**config.mk**
```make
export PLATFORM = sky130hd
export DESIGN_NAME = instr_fetch
export DESIGN_NICKNAME = d
export VERILOG_FILES = /design/src/rtl/instr_fetch.sv
export SDC_FILE = /design/constraint.sdc
export NUM_CORES = 1
export LEC_CHECK = 0
export ABC_CLOCK_PERIOD_IN_PS = 8100
export BUFFER_PORTS_ARGS = -buffer_cell sky130_fd_sc_hd__buf_2
export CAP_MARGIN = 20
export CORE_UTILIZATION = 58
export DETAILED_ROUTE_END_ITERATION = 12
export PLACE_DENSITY = 0.85
export SLEW_MARGIN = 0
export SYNTH_ARGS = -nofsm -noshare
export SYNTH_HDL_FRONTEND = slang
export SYNTH_SLANG_ARGS = --single-unit
```
**constraint.sdc**
```tcl
create_clock -name clk -period 8.1 [get_ports clk]
set_input_delay 0.405 -clock clk [delete_from_list [all_inputs] [get_ports clk]]
set_output_delay 0.405 -clock clk [all_outputs]
set_load 0.01 [all_outputs]
```
**src/rtl/instr_fetch.sv**
```systemverilog
// Instruction fetch: single-outstanding memory requests feeding a 2-entry {pc, instr} FIFO.
// Optional same-cycle bypass of returned data to decode when IF_BYPASS_EN is defined.
module instr_fetch #(
    parameter logic [31:0] RESET_PC = 32'h0000_0000
) (
    input  logic        clk,
    input  logic        rst,
    output logic        imem_req,
    output logic [31:0] imem_addr,
    input  logic        imem_ready,
    input  logic        imem_rvalid,
    input  logic [31:0] imem_rdata,
    input  logic        redirect,
    input  logic [31:0] redirect_pc,
    output logic        inst_valid,
    input  logic        inst_ready,
    output logic [31:0] inst,
    output logic [31:0] inst_pc,
    output logic [5:0]  opcode,
    output logic [5:0]  func
);

    typedef enum logic [1:0] {RUN, WAIT, DROP} state_t;

    state_t      state_reg;
    logic [31:0] fetch_pc_reg;
    logic [31:0] issued_pc_reg;
    logic [31:0] fifo_pc_reg    [2];
    logic [31:0] fifo_instr_reg [2];
    logic        wr_ptr_reg;
    logic        rd_ptr_reg;
    logic [1:0]  count_reg;

    logic issue;
    logic resp;
    logic bypass;
    logic enq;
    logic pop;

    assign imem_req  = (state_reg == RUN) && !redirect && (count_reg != 2'd2);
    assign imem_addr = fetch_pc_reg;
    assign issue     = imem_req && imem_ready;

    // A response is only kept when it belongs to the current stream.
    assign resp = (state_reg == WAIT) && imem_rvalid && !redirect;

`ifdef IF_BYPASS_EN
    assign bypass = resp && (count_reg == 2'd0);
    assign enq    = resp && !(bypass && inst_ready);
`else
    assign bypass = 1'b0;
    assign enq    = resp;
`endif

    assign pop = (count_reg != 2'd0) && inst_ready && !redirect;

    always_comb begin
        inst_valid = 1'b0;
        inst       = 32'h0;
        inst_pc    = 32'h0;
        if (count_reg != 2'd0) begin
            inst_valid = 1'b1;
            inst       = fifo_instr_reg[rd_ptr_reg];
            inst_pc    = fifo_pc_reg[rd_ptr_reg];
        end else if (bypass) begin
            inst_valid = 1'b1;
            inst       = imem_rdata;
            inst_pc    = issued_pc_reg;
        end
    end

    assign opcode = inst[31:26];
    assign func   = inst[5:0];

    always_ff @(posedge clk or negedge rst) begin
        if (!rst) begin
            state_reg     <= RUN;
            fetch_pc_reg  <= RESET_PC;
            issued_pc_reg <= RESET_PC;
            wr_ptr_reg    <= 1'b0;
            rd_ptr_reg    <= 1'b0;
            count_reg     <= 2'd0;
        end else begin
            if (redirect) begin
                fetch_pc_reg <= redirect_pc & 32'hFFFF_FFFC;
            end else if (issue) begin
                fetch_pc_reg  <= fetch_pc_reg + 32'd4;
                issued_pc_reg <= fetch_pc_reg;
            end

            // A response arriving with a redirect still retires the outstanding request.
            case (state_reg)
                RUN:     if (issue) state_reg <= WAIT;
                WAIT:    if (imem_rvalid) state_reg <= RUN;
                         else if (redirect) state_reg <= DROP;
                DROP:    if (imem_rvalid) state_reg <= RUN;
                default: state_reg <= RUN;
            endcase

            if (redirect) begin
                count_reg  <= 2'd0;
                wr_ptr_reg <= 1'b0;
                rd_ptr_reg <= 1'b0;
            end else begin
                if (enq) wr_ptr_reg <= ~wr_ptr_reg;
                if (pop) rd_ptr_reg <= ~rd_ptr_reg;
                count_reg <= count_reg + {1'b0, enq} - {1'b0, pop};
            end
        end
    end

    genvar gi;
    generate
        for (gi = 0; gi < 2; gi++) begin : g_entry
            always_ff @(posedge clk) begin
                if (enq && !redirect && (wr_ptr_reg == 1'(gi))) begin
                    fifo_pc_reg[gi]    <= issued_pc_reg;
                    fifo_instr_reg[gi] <= imem_rdata;
                end
            end
        end
    endgenerate

endmodule

```
==> results.tsv, run 1 <==
stage	metric	value	unit
status	status	finished clean	
pwr	P_int	1720	µW
global_routing	number of global-route vias before repair	5496	
critical_path	CP endpoint kind	flip-flop	
synth	Avg Cell Area, Syn	12.2	µm²
pwr	Comb power frac	10.6	%
pwr	Peak supply drop	144	µV
cells_and_area	fraction of layout cells with a size suffix above 1	27.1	%
critical_path	Critical Path, Cell by Cell	buf_2 -> inv_1 -> nand3_1 -> nor2_4 -> buf_4	
timing	final hold violations	0	
synth	ranking of synthesized cells by area	edfxtp_1 46%, dfrtp_1 21%, mux2i_1 7.7%	
synth	Post-synth EDFFs	124	
placed_design	dpl ws	4.72	ns
critical_path	WP data required	8.17	ns
critical_path	CP peak stage delay	0.85	ns
cts	CTS sink cnt	190	
timing	Worst-Margin Slew	1.10	ns
synth	largest family of logic cells by synthesized area	simple AND/OR/NAND/NOR gates	
pwr	Switching Fraction	24.7	%
cells_and_area	Filler Cells Inserted	958	
route	initial drt markers	420	
synth	Yosys reg bits	190	
timing	Final Cycle Share	36.0	%
synth	prevailing post-synth register cell	edfxtp_1	
timing	Slew Viols, Final	0	
job	max_cap viols	0	
route	DRT antenna net count	0	
die	Die Area	14300	µm²
cts	hold_buf cts	0	
pwr	Clk network pwr share	37.0	%
cts	Clk pin slew, worst setup/hold paths	0.07	ns
synth	simple-gate portion of the synthesized area	14.9	%
synth	cell with the most instances after synthesis	edfxtp_1	
timing	Final Skew	0.0102	ns
cells_and_area	max FFs per register	64	
global_routing	initial antenna violation count	2	
placed_design	GP Congestion	0.863	
synth	register area share after synthesis	67.0	%
pwr	part of the power in registers	52.3	%
timing	min cycle time layout	2.91	ns
cts	clk_lat worst skew	0.42	ns
cells_and_area	nets	882	
global_routing	Tot GR Track Use	24.7	%
synth	count of cell types in the netlist	53	
global_routing	pin count of the biggest net entering global routing	67	
synth	Synth Area in Adders	0.468	%
cts	Max Root-Sink Buffers	2	
pwr	pwr dens	238	nW/µm²
critical_path	worst path arrival time	2.98	ns
die	I/O pins	180	
timing	FMAX	0.343	GHz
cts	clock buffer count from CTS	17	
cts	CTS HTree Levels	4	
timing	Slew HR	26.4	%
die	FP Rows	42	
global_routing	first-pass GRT wire length	26800	µm
die	Die H	120	µm
route	vias post-DR	5526	
min_path	Hold Path Class	input port to async pin	
synth	mux contribution to synthesized area	7.73	%
route	Remaining DRCs	0	
synth	Synth Area in XOR/XNOR	0.764	%
critical_path	Setup crit start kind	input port	
timing	worst setup margin	5.19	ns
die	Core Box Area	13300	µm²
timing	TNS Setup	0	ns
cells_and_area	P&R area growth vs syn	19.2	%
cts	Clock Root Buffer	clkbuf_16	
synth	area fraction in compound gates after synthesis	5.39	%
cts	postcts setup bufs	0	
cts	CTS tree	built	
critical_path	CP Class	input port to flip-flop	
cts	# resized after CTS	0	
route	routed vias/inst	5.53	
synth	synth cell count leaders	124 x edfxtp_1, 121 x nand2_1, 81 x nor2_1, 66 x dfrtp_1, 62 x mux2i_1	
synth	Post-Synthesis Cells	656	
timing	unrepaired setup endpoints after global routing	no	
die	Die W	120	µm
critical_path	Crit Path Max Fanout	44	
synth	post-synth top area share	46.4	%
placed_design	HPWL reported at the end of detailed placement	10700	µm
timing	final setup fails	0	
synth	Post-Syn Area	8030	µm²
pwr	leakage	0.00401	µW
global_routing	grt total ovfl	0	
route	DR pass1 iterations	5	
synth	Yosys warnings	0	
synth	ys async rst share	34.7	%
critical_path	crit path max-delay cell type	nor2_4	
route	Routed WL	16600	µm
route	drt wl/cell	16.6	µm
synth	area leader, netlist	edfxtp_1	
die	Initial Utilization	60.1	%
placed_design	number of port buffers	173	
pwr	NetSw	563	µW
[power by group through the flow]
stage / combinational [µW] / sequential (µW) / clock (µW)
global placement: 234 / 1200 / 0
CTS: 245 / 1190 / 859
finish: 243 / 1190 / 845
floorplan: 155 / 1190 / 0
detailed placement: 243 / 1210 / 0
global route: 271 / 1200 / 897
[cell usage in the layout (no fill, tap or decap), types with 2 or more instances in the layout]
cell type  Yosys  final
nand2_1      121    121
clkinv_2       0      2
o311ai_1       4      4
clkinv_4       0      2
a31oi_1        5      5
or2_2          1      2
a22oi_1        2      2
xor2_1         5      5
inv_6          0      3
nand3_1       22     22
dfrtp_1       66     65
o21ai_0       19     19
xnor2_1        2      2
nor2_4         1      4
nor2b_1        4      4
o21ai_1        4      4
o311ai_0       4      4
a21oi_1        8      8
and2_1         3      3
nor2_1        81     78
conb_1         1      4
clkbuf_16      0     20
nor4_1         4      4
nor3_1         4      4
buf_2          7    173
buf_4         16      7
o211ai_1      11     11
nor3b_1        2      2
nand4_1        6      6
and3_1         5      5
inv_1         11     11
mux2i_1       62     62
or4_1          3      3
ha_1           3      3
clkbuf_8       0      2
edfxtp_1     124    124
[critical path: cells and delay by family]
| kind | cells | cell delay, ns |
|---|---|---|
| buf+inv | 3 | 1.37 |
| simple gates | 2 | 1.17 |
[cells by family after synthesis]
| group | Yosys count |
|---|---|
| AO/OA/AOI/OAI | 66 |
| flip-flops | 190 |
| AND/OR/NAND/NOR | 267 |
| adder cells (fa/ha/maj) | 3 |
| buffers and inverters | 60 |
| multiplexers | 62 |
| other | 1 |
| XOR/XNOR | 7 |
[cell type report]
class,instances,area (µm²),area share [%]
clock inverters,9,91.3,0.954
clock buffers,23,532,5.56
well taps,176,220,2.30
flip-flops and latches,190,5380,56.2
multi-input cells,409,2380,24.9
diodes,1,2.50,0.0262
repair buffers,180,918,9.60
inverters,11,41.3,0.431
[worst paths after layout]
path	start	end	slack, ns	cells after the start
max	redirect	fifo_instr_reg[1][4]	5.19	5
min	rst	issued_pc_reg[12]	0.17	2
max reg2reg	state_reg[0]	fifo_instr_reg[1][4]	5.46	4
min reg2reg	issued_pc_reg[8]	fifo_pc_reg[0][8]	0.47	0
max in group asynchronous	rst	rd_ptr_reg	7.27	2
min in group clk	imem_rdata[19]	fifo_instr_reg[0][19]	0.17	1
[routing by layer]
layer	GRT usage [%]	wire length [µm]	share of wire [%]	vias to the layer above
met5	0	10	0.060	-
met4	12.1	403	2.4	2
met3	5.66	976	5.9	30
met2	41.4	8460	51	214
met1	30.1	6710	41	2657
li1	-	-	-	2623
[metrics by stage]
stage	utilization, %	std cells	hold slack (ns)	instance area [µm²]	total power (µW)
floorplan	-	659	0.109	8040	1350
global placement	66.9	965	0.450	8940	1440
detailed placement	66.9	965	0.456	8940	1450
CTS	71.6	997	0.150	9560	2300
global route	71.7	998	0.149	9570	2370
finish	71.7	999	0.170	9570	2280
Note: power is estimated with default switching activity, not from simulation.
==> run 2: changes to the inputs <==
- ABC_CLOCK_PERIOD_IN_PS: 8100 -> 2700
- CORE_UTILIZATION: 58 -> 54
- PLACE_DENSITY: 0.85 -> 0.8
- clock period: 8.1 -> 2.7 ns (I/O delays scaled with it)
==> run 2 against run 1 <==
Via count is 6.3% higher. Sequential cell count did not move. Critical path depth grew 1. First-iteration DRC count shrank 4.5%. Clock power grew to 3.0 times the previous value. Core utilization down 1.0 points. Final area up 7.3%. Count of clock-buffer cells in the layout fell by 5. Largest cell class unchanged. Largest power group unchanged.
==> results.tsv, run 2 (synthesis gave the netlist of run 1 again) <==
stage	metric	value	unit	change
cells_and_area	max FFs per register	64		unchanged
critical_path	Setup crit start kind	flip-flop		
critical_path	Crit Path Max Fanout	18		-59%
cts	Max Root-Sink Buffers	2		unchanged
placed_design	dpl ws	0.210	ns	-4.51 ns
critical_path	WP data required	2.97	ns	-5.20 ns
critical_path	CP Class	flip-flop to flip-flop		
cells_and_area	most common cell after layout, fill and taps aside	buf_2		
job	max_cap viols	0		unchanged
route	DR pass1 iterations	5		unchanged
route	routed vias/inst	5.46		-1.3%
route	DRT antenna net count	0		unchanged
critical_path	crit path max-delay cell type	or4b_4		
critical_path	worst path arrival time	2.68	ns	-0.30 ns
cts	CTS tree	built		
cts	CTS sink cnt	190		unchanged
cts	clk_lat worst skew	0.42	ns	about the same
cells_and_area	Util after Layout	70.6	%	-1.0 points
placed_design	Placed Instances	983		+1.9%
global_routing	grt total ovfl	0		unchanged
die	I/O pins	180		unchanged
cells_and_area	fraction of layout cells with a size suffix above 1	25.9	%	-1.2 points
timing	Final Skew	0.00790	ns	-0.00235 ns
cells_and_area	most frequent cells in the layout	173 x buf_2, 124 x edfxtp_1, 121 x nand2_1		
timing	final hold slack	0.0271	ns	-0.143 ns
status	status	finished clean		
cts	CTS HTree Levels	4		unchanged
cells_and_area	non-filler cells, final	1076		+7.7%
timing	final hold violations	0		unchanged
timing	unrepaired setup endpoints after global routing	no		
timing	worst setup margin	0.293	ns	-4.89 ns
timing	Worst-Margin Slew	0.817	ns	-0.286 ns
critical_path	Critical Path, Cell by Cell	or4b_4 -> nor2_4 -> buf_4 -> nand3_1 -> o211ai_1 -> o311ai_0		
route	initial drt markers	401		-4.5%
placed_design	GP Congestion	0.832		-3.6%
pwr	pwr dens	677	nW/µm²	+180%
cts	clock buffer count from CTS	17		unchanged
cells_and_area	FF/Latch Area	5380	µm²	unchanged
pwr	leakage	0.00430	µW	+7.4%
die	Die Area	15400	µm²	+7.3%
pwr	Peak supply drop	445	µV	+210%
critical_path	CP peak stage delay	0.55	ns	-0.30 ns
cells_and_area	Multi-input gate area	2390	µm²	+0.10%
cells_and_area	nets	951		+7.8%
cts	Clk pin slew, worst setup/hold paths	0.07	ns	about the same
timing	Final Cycle Share	89.1	%	
global_routing	initial antenna violation count	1		-1
timing	Slew HR	45.0	%	+19 points
die	Die W	124	µm	+3.6%
cts	Clock Root Buffer	clkbuf_16		
route	drt wl/cell	16.7	µm	+0.69%
die	Initial Utilization	55.2	%	-4.9 points
timing	Slew Viols, Final	0		unchanged
route	Routed WL	18000	µm	+8.5%
cells_and_area	Filler Cells Inserted	1025		+7.0%
timing	final setup fails	0		unchanged
global_routing	Tot GR Track Use	24.0	%	-0.65 points
timing	min cycle time layout	2.41	ns	
cells_and_area	P&R area growth vs syn	27.9	%	
global_routing	pin count of the biggest net entering global routing	63		-6.0%
min_path	Hold Path Class	input port to flip-flop		
timing	FMAX	0.415	GHz	
die	FP Rows	44		+4.8%
pwr	total power	6950	µW	+200%
placed_design	HPWL reported at the end of detailed placement	11400	µm	+6.9%
global_routing	number of global-route vias before repair	5672		+3.2%
die	Core Box Area	14500	µm²	+8.9%
critical_path	reg2reg setup slack	0.29	ns	-5.17 ns
cts	postcts setup bufs	0		unchanged
route	Remaining DRCs	0		unchanged
placed_design	number of port buffers	173		unchanged
die	Die H	124	µm	+3.6%
global_routing	first-pass GRT wire length	27800	µm	+3.6%
critical_path	CP endpoint kind	flip-flop		
route	vias post-DR	5876		+6.3%
==> run 2: cell count changes in the layout (fill, tap and decap cells not counted), sizes merged, moves of 3 or more <==
| cell | previous run | this run |
|---|---|---|
| buf | 180 | 189 |
| dlygate4sd3 | 0 | 60 |
| bufinv | 1 | 4 |
| clkinv | 4 | 8 |
| inv | 14 | 11 |
| clkbuf | 23 | 18 |
==> run 2: worst max-delay path, delay by kind of cell, from the launching register on <==
family,cells,cell delay [ns]
buf+inv,1,0.31
flops,1,0.42
compound gates,2,0.40
simple gates,3,1.13
==> run 2: repair_timing <==
item,4_1_cts,5_1_grt
hold endpoints to repair,118,0
resized for setup,0,1
hold buffers,60,0
setup endpoints to repair,0,3
==> run 2: power by group <==
| group | switching, µW | internal (µW) | total, µW | leakage, µW |
|---|---|---|---|---|
| sequential | 198 | 3360 | 3560 | 0.00195 |
| combinational | 479 | 366 | 845 | 0.00206 |
| clock | 1010 | 1530 | 2540 | 0.000294 |
==> run 2: final timing paths <==
path,from,to,cells after the start
worst min register to register,issued_pc_reg[23],fifo_pc_reg[1][23],0
max in group asynchronous,rst,rd_ptr_reg,3
worst max register to register,state_reg[1],imem_addr[17],6
min in group asynchronous,rst,issued_pc_reg[13],2
worst max-delay path,state_reg[1],imem_addr[17],6
worst min-delay path,redirect_pc[20],imem_addr[20],3
==> run 2: routing by layer <==
metal	vias to the layer above	share of wire [%]	GRT usage, %
li1	2760	-	-
met1	2858	42	30.6
met2	240	50	40.2
met3	18	6.8	5.36
met4	0	1.3	9.00
met5	-	0	0
==> run 2: final cells by class <==
cell class / count / share of cell area [%]
Antenna cell: 1 / 0.0244
Clock inverter: 14 / 1.69
Inverter: 11 / 0.402
Timing Repair Buffer: 249 / 15.8
Tap cell: 184 / 2.24
Sequential cell: 190 / 52.4
Multi-Input combinational cell: 409 / 23.3
Clock buffer: 18 / 4.18
==> run 2: through the flow <==
step                      cell area (µm²)  setup TNS [ns]
final                               10300               0
after global routing                10300               0
after CTS                           10300               0
after detailed placement             9060               0
after global placement               9060               0
after floorplan                      8040          -14.84
